===== config.mk =====
export PLATFORM = sky130hd
export DESIGN_NAME = multicycle_control_flat
export DESIGN_NICKNAME = d
export VERILOG_FILES = /design/src/rtl/multicycle_control_if.sv /design/src/rtl/multicycle_control.sv /design/src/flat_wrapper.sv
export SDC_FILE = /design/constraint.sdc
export NUM_CORES = 1
export LEC_CHECK = 0
export CORE_MARGIN = 3
export CORE_UTILIZATION = 49
export CTS_CLUSTER_DIAMETER = 50
export DETAILED_ROUTE_END_ITERATION = 12
export GPL_TIMING_DRIVEN = 0
export MAX_ROUTING_LAYER = met4
export PLACE_DENSITY_LB_ADDON = 0.12
export SLEW_MARGIN = 40
export SYNTH_ARGS = -nofsm -noshare
export SYNTH_HDL_FRONTEND = slang
export SYNTH_SLANG_ARGS = --single-unit

===== constraint.sdc =====
create_clock -name clk -period 3.85 [get_ports clk]
set_input_delay 0.77 -clock clk [delete_from_list [all_inputs] [get_ports clk]]
set_output_delay 0.77 -clock clk [all_outputs]
set_load 0.02 [all_outputs]

===== src/rtl/multicycle_control_if.sv =====
// rtl/multicycle_control_if.sv - opcode/memory handshake and datapath control bundle for multicycle_control
interface multicycle_control_if #(
   parameter int ALUOP_W = 3,
   parameter int STATE_W = 4
);
   logic [5:0]         opcode;
   logic               mem_ready;
   logic               mem_req;
   logic               pc_write;
   logic               pc_write_beq;
   logic               pc_write_bne;
   logic               iord;
   logic               mem_read;
   logic               mem_write;
   logic               ir_write;
   logic [1:0]         reg_dst;
   logic [1:0]         mem_to_reg;
   logic               reg_write;
   logic               alu_src_a;
   logic [1:0]         alu_src_b;
   logic [ALUOP_W-1:0] alu_op;
   logic [1:0]         pc_source;
   logic               instr_done;
   logic               fault;
   logic [STATE_W-1:0] state_o;

   modport master (
      input  opcode, mem_ready,
      output mem_req, pc_write, pc_write_beq, pc_write_bne, iord, mem_read, mem_write,
             ir_write, reg_dst, mem_to_reg, reg_write, alu_src_a, alu_src_b, alu_op,
             pc_source, instr_done, fault, state_o
   );

   modport slave (
      output opcode, mem_ready,
      input  mem_req, pc_write, pc_write_beq, pc_write_bne, iord, mem_read, mem_write,
             ir_write, reg_dst, mem_to_reg, reg_write, alu_src_a, alu_src_b, alu_op,
             pc_source, instr_done, fault, state_o
   );
endinterface


===== src/rtl/multicycle_control.sv =====
// rtl/multicycle_control.sv - multicycle MIPS main control FSM with memory stall handshake, timeout watchdog and sticky fault
module multicycle_control #(
   parameter int ALUOP_W     = 3,
   parameter int MEM_TIMEOUT = 16,
   parameter int CNT_W       = 5,
   parameter int STATE_W     = 4
) (
   input  logic                  clk,
   input  logic                  rst_n,
   multicycle_control_if.master  bus
);
   localparam logic [3:0] S_FETCH  = 4'd0;
   localparam logic [3:0] S_DECODE = 4'd1;
   localparam logic [3:0] S_MEMADR = 4'd2;
   localparam logic [3:0] S_MEMRD  = 4'd3;
   localparam logic [3:0] S_MEMWB  = 4'd4;
   localparam logic [3:0] S_MEMWR  = 4'd5;
   localparam logic [3:0] S_EXEC   = 4'd6;
   localparam logic [3:0] S_RWB    = 4'd7;
   localparam logic [3:0] S_BRANCH = 4'd8;
   localparam logic [3:0] S_IEXEC  = 4'd9;
   localparam logic [3:0] S_IWB    = 4'd10;
   localparam logic [3:0] S_JUMP   = 4'd11;
   localparam logic [3:0] S_JAL    = 4'd12;
   localparam logic [3:0] S_FAULT  = 4'd15;

   localparam logic [5:0] OP_R     = 6'b000000;
   localparam logic [5:0] OP_J     = 6'b000010;
   localparam logic [5:0] OP_JAL   = 6'b000011;
   localparam logic [5:0] OP_BEQ   = 6'b000100;
   localparam logic [5:0] OP_BNE   = 6'b000101;
   localparam logic [5:0] OP_ADDI  = 6'b001000;
   localparam logic [5:0] OP_SLTI  = 6'b001010;
   localparam logic [5:0] OP_SLTIU = 6'b001011;
   localparam logic [5:0] OP_ANDI  = 6'b001100;
   localparam logic [5:0] OP_ORI   = 6'b001101;
   localparam logic [5:0] OP_XORI  = 6'b001110;
   localparam logic [5:0] OP_LUI   = 6'b001111;
   localparam logic [5:0] OP_LW    = 6'b100011;
   localparam logic [5:0] OP_SW    = 6'b101011;

   localparam logic [CNT_W-1:0] CNT_LAST = CNT_W'(MEM_TIMEOUT - 1);

   logic [3:0]       r_state;
   logic [CNT_W-1:0] r_cnt;
   logic [3:0]       w_next;
   logic             w_wait_state;
   logic             w_waiting;
   logic             w_timeout;

   logic       w_mem_req, w_pc_write, w_pc_write_beq, w_pc_write_bne, w_iord;
   logic       w_mem_read, w_mem_write, w_ir_write, w_reg_write, w_alu_src_a;
   logic       w_instr_done, w_fault;
   logic [1:0] w_reg_dst, w_mem_to_reg, w_alu_src_b, w_pc_source;
   logic [2:0] w_alu_op;

   assign w_wait_state = (r_state == S_FETCH) || (r_state == S_MEMRD) || (r_state == S_MEMWR);
   assign w_waiting    = w_wait_state && !bus.mem_ready;
   // The count holds completed wait cycles, so the MEM_TIMEOUT-th unanswered cycle is the one that faults.
   assign w_timeout    = w_waiting && (r_cnt == CNT_LAST);

   always_comb begin
      w_next = r_state;
      case (r_state)
         S_FETCH: begin
            if (bus.mem_ready)  w_next = S_DECODE;
            else if (w_timeout) w_next = S_FAULT;
         end
         S_DECODE: begin
            case (bus.opcode)
               OP_LW, OP_SW:   w_next = S_MEMADR;
               OP_R:           w_next = S_EXEC;
               OP_BEQ, OP_BNE: w_next = S_BRANCH;
               OP_ADDI, OP_SLTI, OP_SLTIU, OP_ANDI,
               OP_ORI, OP_XORI, OP_LUI: w_next = S_IEXEC;
               OP_J:           w_next = S_JUMP;
               OP_JAL:         w_next = S_JAL;
               default:        w_next = S_FAULT;
            endcase
         end
         S_MEMADR: w_next = (bus.opcode == OP_SW) ? S_MEMWR : S_MEMRD;
         S_MEMRD: begin
            if (bus.mem_ready)  w_next = S_MEMWB;
            else if (w_timeout) w_next = S_FAULT;
         end
         S_MEMWR: begin
            if (bus.mem_ready)  w_next = S_FETCH;
            else if (w_timeout) w_next = S_FAULT;
         end
         S_EXEC:  w_next = S_RWB;
         S_IEXEC: w_next = S_IWB;
         S_MEMWB, S_RWB, S_BRANCH, S_IWB, S_JUMP, S_JAL: w_next = S_FETCH;
         S_FAULT: w_next = S_FAULT;
         default: w_next = S_FAULT;
      endcase
   end

   always_ff @(posedge clk) begin
      if (!rst_n) begin
         r_state <= S_FETCH;
         r_cnt   <= '0;
      end else begin
         r_state <= w_next;
         r_cnt   <= w_waiting ? r_cnt + 1'b1 : '0;
      end
   end

   always_comb begin
      w_mem_req      = 1'b0;
      w_pc_write     = 1'b0;
      w_pc_write_beq = 1'b0;
      w_pc_write_bne = 1'b0;
      w_iord         = 1'b0;
      w_mem_read     = 1'b0;
      w_mem_write    = 1'b0;
      w_ir_write     = 1'b0;
      w_reg_dst      = 2'b00;
      w_mem_to_reg   = 2'b00;
      w_reg_write    = 1'b0;
      w_alu_src_a    = 1'b0;
      w_alu_src_b    = 2'b00;
      w_alu_op       = 3'b000;
      w_pc_source    = 2'b00;
      w_instr_done   = 1'b0;
      w_fault        = 1'b0;
      if (rst_n) begin
         case (r_state)
            S_FETCH: begin
               w_mem_req   = 1'b1;
               w_mem_read  = 1'b1;
               w_alu_src_b = 2'b01;
               w_ir_write  = bus.mem_ready;
               w_pc_write  = bus.mem_ready;
            end
            S_DECODE: w_alu_src_b = 2'b11;
            S_MEMADR: begin
               w_alu_src_a = 1'b1;
               w_alu_src_b = 2'b10;
            end
            S_MEMRD: begin
               w_mem_req  = 1'b1;
               w_mem_read = 1'b1;
               w_iord     = 1'b1;
            end
            S_MEMWB: begin
               w_reg_write  = 1'b1;
               w_mem_to_reg = 2'b01;
               w_instr_done = 1'b1;
            end
            S_MEMWR: begin
               w_mem_req    = 1'b1;
               w_mem_write  = 1'b1;
               w_iord       = 1'b1;
               w_instr_done = bus.mem_ready;
            end
            S_EXEC: begin
               w_alu_src_a = 1'b1;
               w_alu_op    = 3'b010;
            end
            S_RWB: begin
               w_reg_write  = 1'b1;
               w_reg_dst    = 2'b01;
               w_instr_done = 1'b1;
            end
            S_BRANCH: begin
               w_alu_src_a    = 1'b1;
               w_alu_op       = 3'b001;
               w_pc_source    = 2'b01;
               w_pc_write_beq = (bus.opcode == OP_BEQ);
               w_pc_write_bne = (bus.opcode == OP_BNE);
               w_instr_done   = 1'b1;
            end
            S_IEXEC: begin
               w_alu_src_a = 1'b1;
               w_alu_src_b = 2'b10;
               case (bus.opcode)
                  OP_ADDI:           w_alu_op = 3'b011;
                  OP_SLTI, OP_SLTIU: w_alu_op = 3'b010;
                  OP_ANDI:           w_alu_op = 3'b100;
                  OP_ORI:            w_alu_op = 3'b101;
                  OP_XORI:           w_alu_op = 3'b110;
                  OP_LUI:            w_alu_op = 3'b111;
                  default:           w_alu_op = 3'b000;
               endcase
            end
            S_IWB: begin
               w_reg_write  = 1'b1;
               w_instr_done = 1'b1;
            end
            S_JUMP: begin
               w_pc_write   = 1'b1;
               w_pc_source  = 2'b10;
               w_instr_done = 1'b1;
            end
            S_JAL: begin
               w_pc_write   = 1'b1;
               w_pc_source  = 2'b10;
               w_reg_write  = 1'b1;
               w_reg_dst    = 2'b10;
               w_mem_to_reg = 2'b10;
               w_instr_done = 1'b1;
            end
            S_FAULT: w_fault = 1'b1;
            default: w_fault = 1'b0;
         endcase
      end
   end

   assign bus.mem_req      = w_mem_req;
   assign bus.pc_write     = w_pc_write;
   assign bus.pc_write_beq = w_pc_write_beq;
   assign bus.pc_write_bne = w_pc_write_bne;
   assign bus.iord         = w_iord;
   assign bus.mem_read     = w_mem_read;
   assign bus.mem_write    = w_mem_write;
   assign bus.ir_write     = w_ir_write;
   assign bus.reg_dst      = w_reg_dst;
   assign bus.mem_to_reg   = w_mem_to_reg;
   assign bus.reg_write    = w_reg_write;
   assign bus.alu_src_a    = w_alu_src_a;
   assign bus.alu_src_b    = w_alu_src_b;
   assign bus.alu_op       = ALUOP_W'(w_alu_op);
   assign bus.pc_source    = w_pc_source;
   assign bus.instr_done   = w_instr_done;
   assign bus.fault        = w_fault;
   assign bus.state_o      = rst_n ? STATE_W'(r_state) : '0;
endmodule

===== src/flat_wrapper.sv =====
// flat-port wrapper written by rule: the top's interface ports become plain ports
module multicycle_control_flat 
#(
   parameter int ALUOP_W     = 3,
   parameter int MEM_TIMEOUT = 16,
   parameter int CNT_W       = 5,
   parameter int STATE_W     = 4
)
  (clk, rst_n, bus_opcode, bus_mem_ready, bus_mem_req, bus_pc_write, bus_pc_write_beq, bus_pc_write_bne, bus_iord, bus_mem_read, bus_mem_write, bus_ir_write, bus_reg_dst, bus_mem_to_reg, bus_reg_write, bus_alu_src_a, bus_alu_src_b, bus_alu_op, bus_pc_source, bus_instr_done, bus_fault, bus_state_o);
  multicycle_control_if #(.ALUOP_W(ALUOP_W), .STATE_W(STATE_W)) bus_i ();
  input  logic clk;
  input  logic rst_n;
  input wire logic [$bits(bus_i.opcode)-1:0] bus_opcode;
  input wire logic [$bits(bus_i.mem_ready)-1:0] bus_mem_ready;
  output wire logic [$bits(bus_i.mem_req)-1:0] bus_mem_req;
  output wire logic [$bits(bus_i.pc_write)-1:0] bus_pc_write;
  output wire logic [$bits(bus_i.pc_write_beq)-1:0] bus_pc_write_beq;
  output wire logic [$bits(bus_i.pc_write_bne)-1:0] bus_pc_write_bne;
  output wire logic [$bits(bus_i.iord)-1:0] bus_iord;
  output wire logic [$bits(bus_i.mem_read)-1:0] bus_mem_read;
  output wire logic [$bits(bus_i.mem_write)-1:0] bus_mem_write;
  output wire logic [$bits(bus_i.ir_write)-1:0] bus_ir_write;
  output wire logic [$bits(bus_i.reg_dst)-1:0] bus_reg_dst;
  output wire logic [$bits(bus_i.mem_to_reg)-1:0] bus_mem_to_reg;
  output wire logic [$bits(bus_i.reg_write)-1:0] bus_reg_write;
  output wire logic [$bits(bus_i.alu_src_a)-1:0] bus_alu_src_a;
  output wire logic [$bits(bus_i.alu_src_b)-1:0] bus_alu_src_b;
  output wire logic [$bits(bus_i.alu_op)-1:0] bus_alu_op;
  output wire logic [$bits(bus_i.pc_source)-1:0] bus_pc_source;
  output wire logic [$bits(bus_i.instr_done)-1:0] bus_instr_done;
  output wire logic [$bits(bus_i.fault)-1:0] bus_fault;
  output wire logic [$bits(bus_i.state_o)-1:0] bus_state_o;
  assign bus_i.opcode = bus_opcode;
  assign bus_i.mem_ready = bus_mem_ready;
  assign bus_mem_req = bus_i.mem_req;
  assign bus_pc_write = bus_i.pc_write;
  assign bus_pc_write_beq = bus_i.pc_write_beq;
  assign bus_pc_write_bne = bus_i.pc_write_bne;
  assign bus_iord = bus_i.iord;
  assign bus_mem_read = bus_i.mem_read;
  assign bus_mem_write = bus_i.mem_write;
  assign bus_ir_write = bus_i.ir_write;
  assign bus_reg_dst = bus_i.reg_dst;
  assign bus_mem_to_reg = bus_i.mem_to_reg;
  assign bus_reg_write = bus_i.reg_write;
  assign bus_alu_src_a = bus_i.alu_src_a;
  assign bus_alu_src_b = bus_i.alu_src_b;
  assign bus_alu_op = bus_i.alu_op;
  assign bus_pc_source = bus_i.pc_source;
  assign bus_instr_done = bus_i.instr_done;
  assign bus_fault = bus_i.fault;
  assign bus_state_o = bus_i.state_o;
  multicycle_control #(.ALUOP_W(ALUOP_W), .MEM_TIMEOUT(MEM_TIMEOUT), .CNT_W(CNT_W), .STATE_W(STATE_W)) u_core (.clk(clk), .rst_n(rst_n), .bus(bus_i));
endmodule

==> qor.tcl <==
set qor(finalSetupViolCount) 0
set qor(fill_cells) 189
set qor(clk_transition_reported_paths_ns) 0.05
set qor(hold_path.class) {flip-flop to flip-flop}
set qor(synth.avg_cell_area_sq_um) 6.87
set qor(dr_total_vias) 1260
set qor(worstRegToRegCells) 7
set qor(synth_cells) 155
set qor(multi_input_comb_area_sq_um) 782
set qor(placementRows) 16
set qor(clk_path_buf_depth) 2
set qor(post_dp_cell_area_sq_um) 1430
set qor(clock-skew-final_ns) 0.0165
set qor(synth.distinct_cells) 43
set qor(clock_tree.root_cell) {sky130_fd_sc_hd__clkbuf_4}
set qor(largest_net_degree_at_the_start_of_global_routing) 11
set qor(boundary_pin_count) 36
set qor(fp.dieH_microns) 52.6
set qor(regToRegEndpoint) {u_core.r_state[3]}
set qor(worstPathCellList) {clkdlybuf4s50_1 > inv_1 > ha_1 > nor2b_1 > o31ai_1 > o31ai_1 > and2_1 > clkdlybuf4s50_1}
set qor(synth.net_count) 171
set qor(post-synth-top-area-fraction_pct) 16.9
set qor(min-delay-start) {u_core.r_cnt[0]}
set qor(syn-cell-area_sq_um) 1060
set qor(grt_overflow_total) 0
set qor(cp.arrival_ns) 2.83
set qor(routability_congestion) 0.979
set qor(route.antenna.remaining_nets) 0
set qor(status) {completed}
set qor(via_count_of_the_first_global_routing_pass) 1098
set qor(fp.dieW_microns) 52.6
set qor(die_area_sq_um) 2770
set qor(initial_core_util_pct) 53.2
set qor(synthTopCellsByArea) {sky130_fd_sc_hd__dfxtp_1, sky130_fd_sc_hd__ha_1, sky130_fd_sc_hd__nor2_1}
set qor(final_hold_viol_count) 0
set qor(synth.most_common_cell) {sky130_fd_sc_hd__nor2_1}
set qor(area_delta_synth_final_pct) 36.9
set qor(timing_worst_setup_path_type) {input pin to output port}
set qor(crit_required_ns) 3.08
set qor(detail_route.first_pass.iterations) 4
set qor(leakage_nw) 0.593
set qor(worst_hold_path.num_cells) 1
set qor(synth.largest_area_cell) {sky130_fd_sc_hd__dfxtp_1}
set qor(finalNetCount) 209
set qor(critPathLaunchType) {input pin}
set qor(diodes) 0
set qor(delay_of_the_slowest_cell_on_the_worst_path_ns) 0.60
set qor(irDropWorstVdd_uv) 371
set qor(max_cap_viol_count) 0
set qor(drive_above_1_share_pct) 8.33
set qor(layout.area.seq_sq_um) 180
set qor(max_freq_ghz) 0.278
set qor(power_density_nw_per_um2) 514
set qor(slew_viol_final) 0
set qor(grt_setup_unrepaired) {false}
set qor(synthTopCellsByCount) {sky130_fd_sc_hd__nor2_1, sky130_fd_sc_hd__nand2_1, sky130_fd_sc_hd__dfxtp_1}
set qor(tritoncts_clock_tree) {yes}
set qor(initialDrtViolationCount) 49
set qor(timing_worst_slew_pin_value_ns) 0.463
set qor(timing.setup.tns_ns) 0
set qor(synth-edff-count) 0
set qor(design.core.area_sq_um) 2000
set qor(grtUsageTotal_pct) 24.3
set qor(final.period_utilization_pct) 93.4
set qor(routed_wl_per_cell_microns) 13.8
set qor(grt_antenna_before_repair) 0
set qor(synth_sequential_area_ratio_pct) 16.9
set qor(clkLatencyLatePin_ns) 0.27
set qor(synth_warnings) 0
set qor(ff2ff_setup_slack_ns) 2.18
set qor(setup_slack_ns) 0.253
set qor(cts_buffer_count) 3
set qor(clock_tree.htree_level_count) 1
set qor(viasPerCell) 5.75
set qor(grt_first_pass_wirelength_microns) 4910
set qor(reg2reg_from) {u_core.r_cnt[0]}
set qor(postSynth.asyncResetShare_pct) 0
set qor(worst-path-max-fanout) 5
set qor(timing.final.crit_period_ns) 3.60
set qor(buffer_ports.inserted) 33
set qor(slew_headroom_pct) 69.0
set qor(hpwl_microns) 2370
set qor(finish.instance_area_sq_um) 1460
set qor(end_kind) {output port}
set qor(postRouteWirelength_microns) 3030
set qor(number_of_storage_elements_in_the_synthesis_netlist) 9
set qor(numClockSinks) 9
set qor(crit_path_top_delay_cell) {sky130_fd_sc_hd__clkdlybuf4s50_1}
set qor(hold_end) {u_core.r_cnt[0]}
set qor(placement.setup.worst_slack_ns) 0.0153
set qor(drt_drc_violations_left) 0
set qor(postSynth.topFlopCell) {sky130_fd_sc_hd__dfxtp_1}
## area by class of cell
cell class | count | area share [%]
sequential | 9 | 12.4
buffer | 13 | 4.98
multi-input combinational | 125 | 53.6
tap | 27 | 2.32
inverter | 8 | 2.06
clock buffer | 4 | 1.80
timing repair buffer | 33 | 22.8
## registers in the layout, summed over array words and instances, names as in the netlist
register,flops
u_core.r_cnt,5
u_core.r_state,4
## how the worst max path moves through the flow
stage / startpoint / endpoint / slack [ns] / cells past startpoint
floorplan: bus_opcode[0] / bus_alu_op[0] / 0.63 / 5
global placement: bus_opcode[1] / bus_alu_op[0] / 0.08 / 7
detailed placement: bus_opcode[1] / bus_alu_op[0] / 0.02 / 7
CTS: bus_opcode[1] / bus_alu_op[0] / 0.02 / 7
global route: bus_opcode[1] / bus_alu_op[1] / 0.12 / 8
finish: bus_opcode[1] / bus_alu_op[1] / 0.25 / 8
## per-stage QoR
stage | utilization, % | total power [mW] | instances | hold slack, ns
finish | 72.8 | 0.749 | 219 | 0.446
global route | 72.8 | 0.803 | 219 | 0.473
CTS | 72.7 | 0.746 | 219 | 0.449
detailed placement | 71.4 | 0.669 | 215 | 0.441
global placement | 71.4 | 0.658 | 215 | 0.428
floorplan | - | 0.490 | 155 | 0.418
## cells by family (layout without fill, tap and decap cells)
group / count (synthesis) / count (layout) / share of synthesized area, %
xor gates and xnor gates: 3 / 3 / 2.47
DFF: 9 / 9 / 16.9
AOI/OAI and AO/OA: 37 / 37 / 25.1
adders and majority gates: 7 / 7 / 8.23
and+or+nand+nor: 78 / 78 / 37.6
buffers and inverters: 21 / 58 / 9.64
## per-layer routing
layer  vias up  wire, microns  global-route usage (%)
met3         8            279                    6.55
met1       563           1210                    28.9
met5         -              0                       -
met2        68           1510                    41.1
li1        621              -                       -
met4         0             31                    4.68
## critical path: cells and delay by family
kind                     cells  cell delay (ns)
buffers and inverters        3             1.21
AND/OR/NAND/NOR              2             0.39
AO/OA/AOI/OAI                2             0.27
adder cells (fa/ha/maj)      1             0.19
## power by group
group | switching [mW] | internal (mW) | total, mW | leakage (nW)
sequential | 0.0139 | 0.113 | 0.127 | 0.0735
combinational | 0.316 | 0.231 | 0.547 | 0.505
clock | 0.0352 | 0.0399 | 0.0751 | 0.0150
total | 0.366 | 0.384 | 0.749 | 0.593
## cell usage in the layout, fill, tap and decap left out, types with 2 or more instances in the layout
| cell type | netlist | routed |
|---|---|---|
| sky130_fd_sc_hd__nand2b_1 | 5 | 5 |
| sky130_fd_sc_hd__o21ai_0 | 5 | 5 |
| sky130_fd_sc_hd__dfxtp_1 | 9 | 9 |
| sky130_fd_sc_hd__buf_2 | 4 | 4 |
| sky130_fd_sc_hd__nor2b_1 | 5 | 5 |
| sky130_fd_sc_hd__a21oi_1 | 8 | 8 |
| sky130_fd_sc_hd__or2_2 | 4 | 4 |
| sky130_fd_sc_hd__o31ai_1 | 2 | 2 |
| sky130_fd_sc_hd__buf_6 | 2 | 2 |
| sky130_fd_sc_hd__nor2_1 | 19 | 19 |
| sky130_fd_sc_hd__clkbuf_1 | 6 | 7 |
| sky130_fd_sc_hd__ha_1 | 7 | 7 |
| sky130_fd_sc_hd__clkdlybuf4s50_1 | 0 | 32 |
| sky130_fd_sc_hd__nand3b_1 | 2 | 2 |
| sky130_fd_sc_hd__and3_1 | 3 | 3 |
| sky130_fd_sc_hd__nand3_1 | 5 | 5 |
| sky130_fd_sc_hd__clkbuf_4 | 0 | 3 |
| sky130_fd_sc_hd__inv_1 | 8 | 8 |
| sky130_fd_sc_hd__a31oi_1 | 3 | 3 |
| sky130_fd_sc_hd__o2111ai_1 | 2 | 2 |
| sky130_fd_sc_hd__a21boi_0 | 3 | 3 |
| sky130_fd_sc_hd__o21a_1 | 3 | 3 |
| sky130_fd_sc_hd__nand2_1 | 16 | 16 |
| sky130_fd_sc_hd__nor3_1 | 7 | 7 |
| sky130_fd_sc_hd__xor2_1 | 2 | 2 |
| sky130_fd_sc_hd__and2_1 | 6 | 6 |
## what timing repair did
item,4_1_cts,5_1_grt
setup endpoints to repair,0,1
setup buffers,0,0
gates resized for setup,0,1
hold buffers,0,0
No activity file was read; power rests on OpenSTA's default activity.
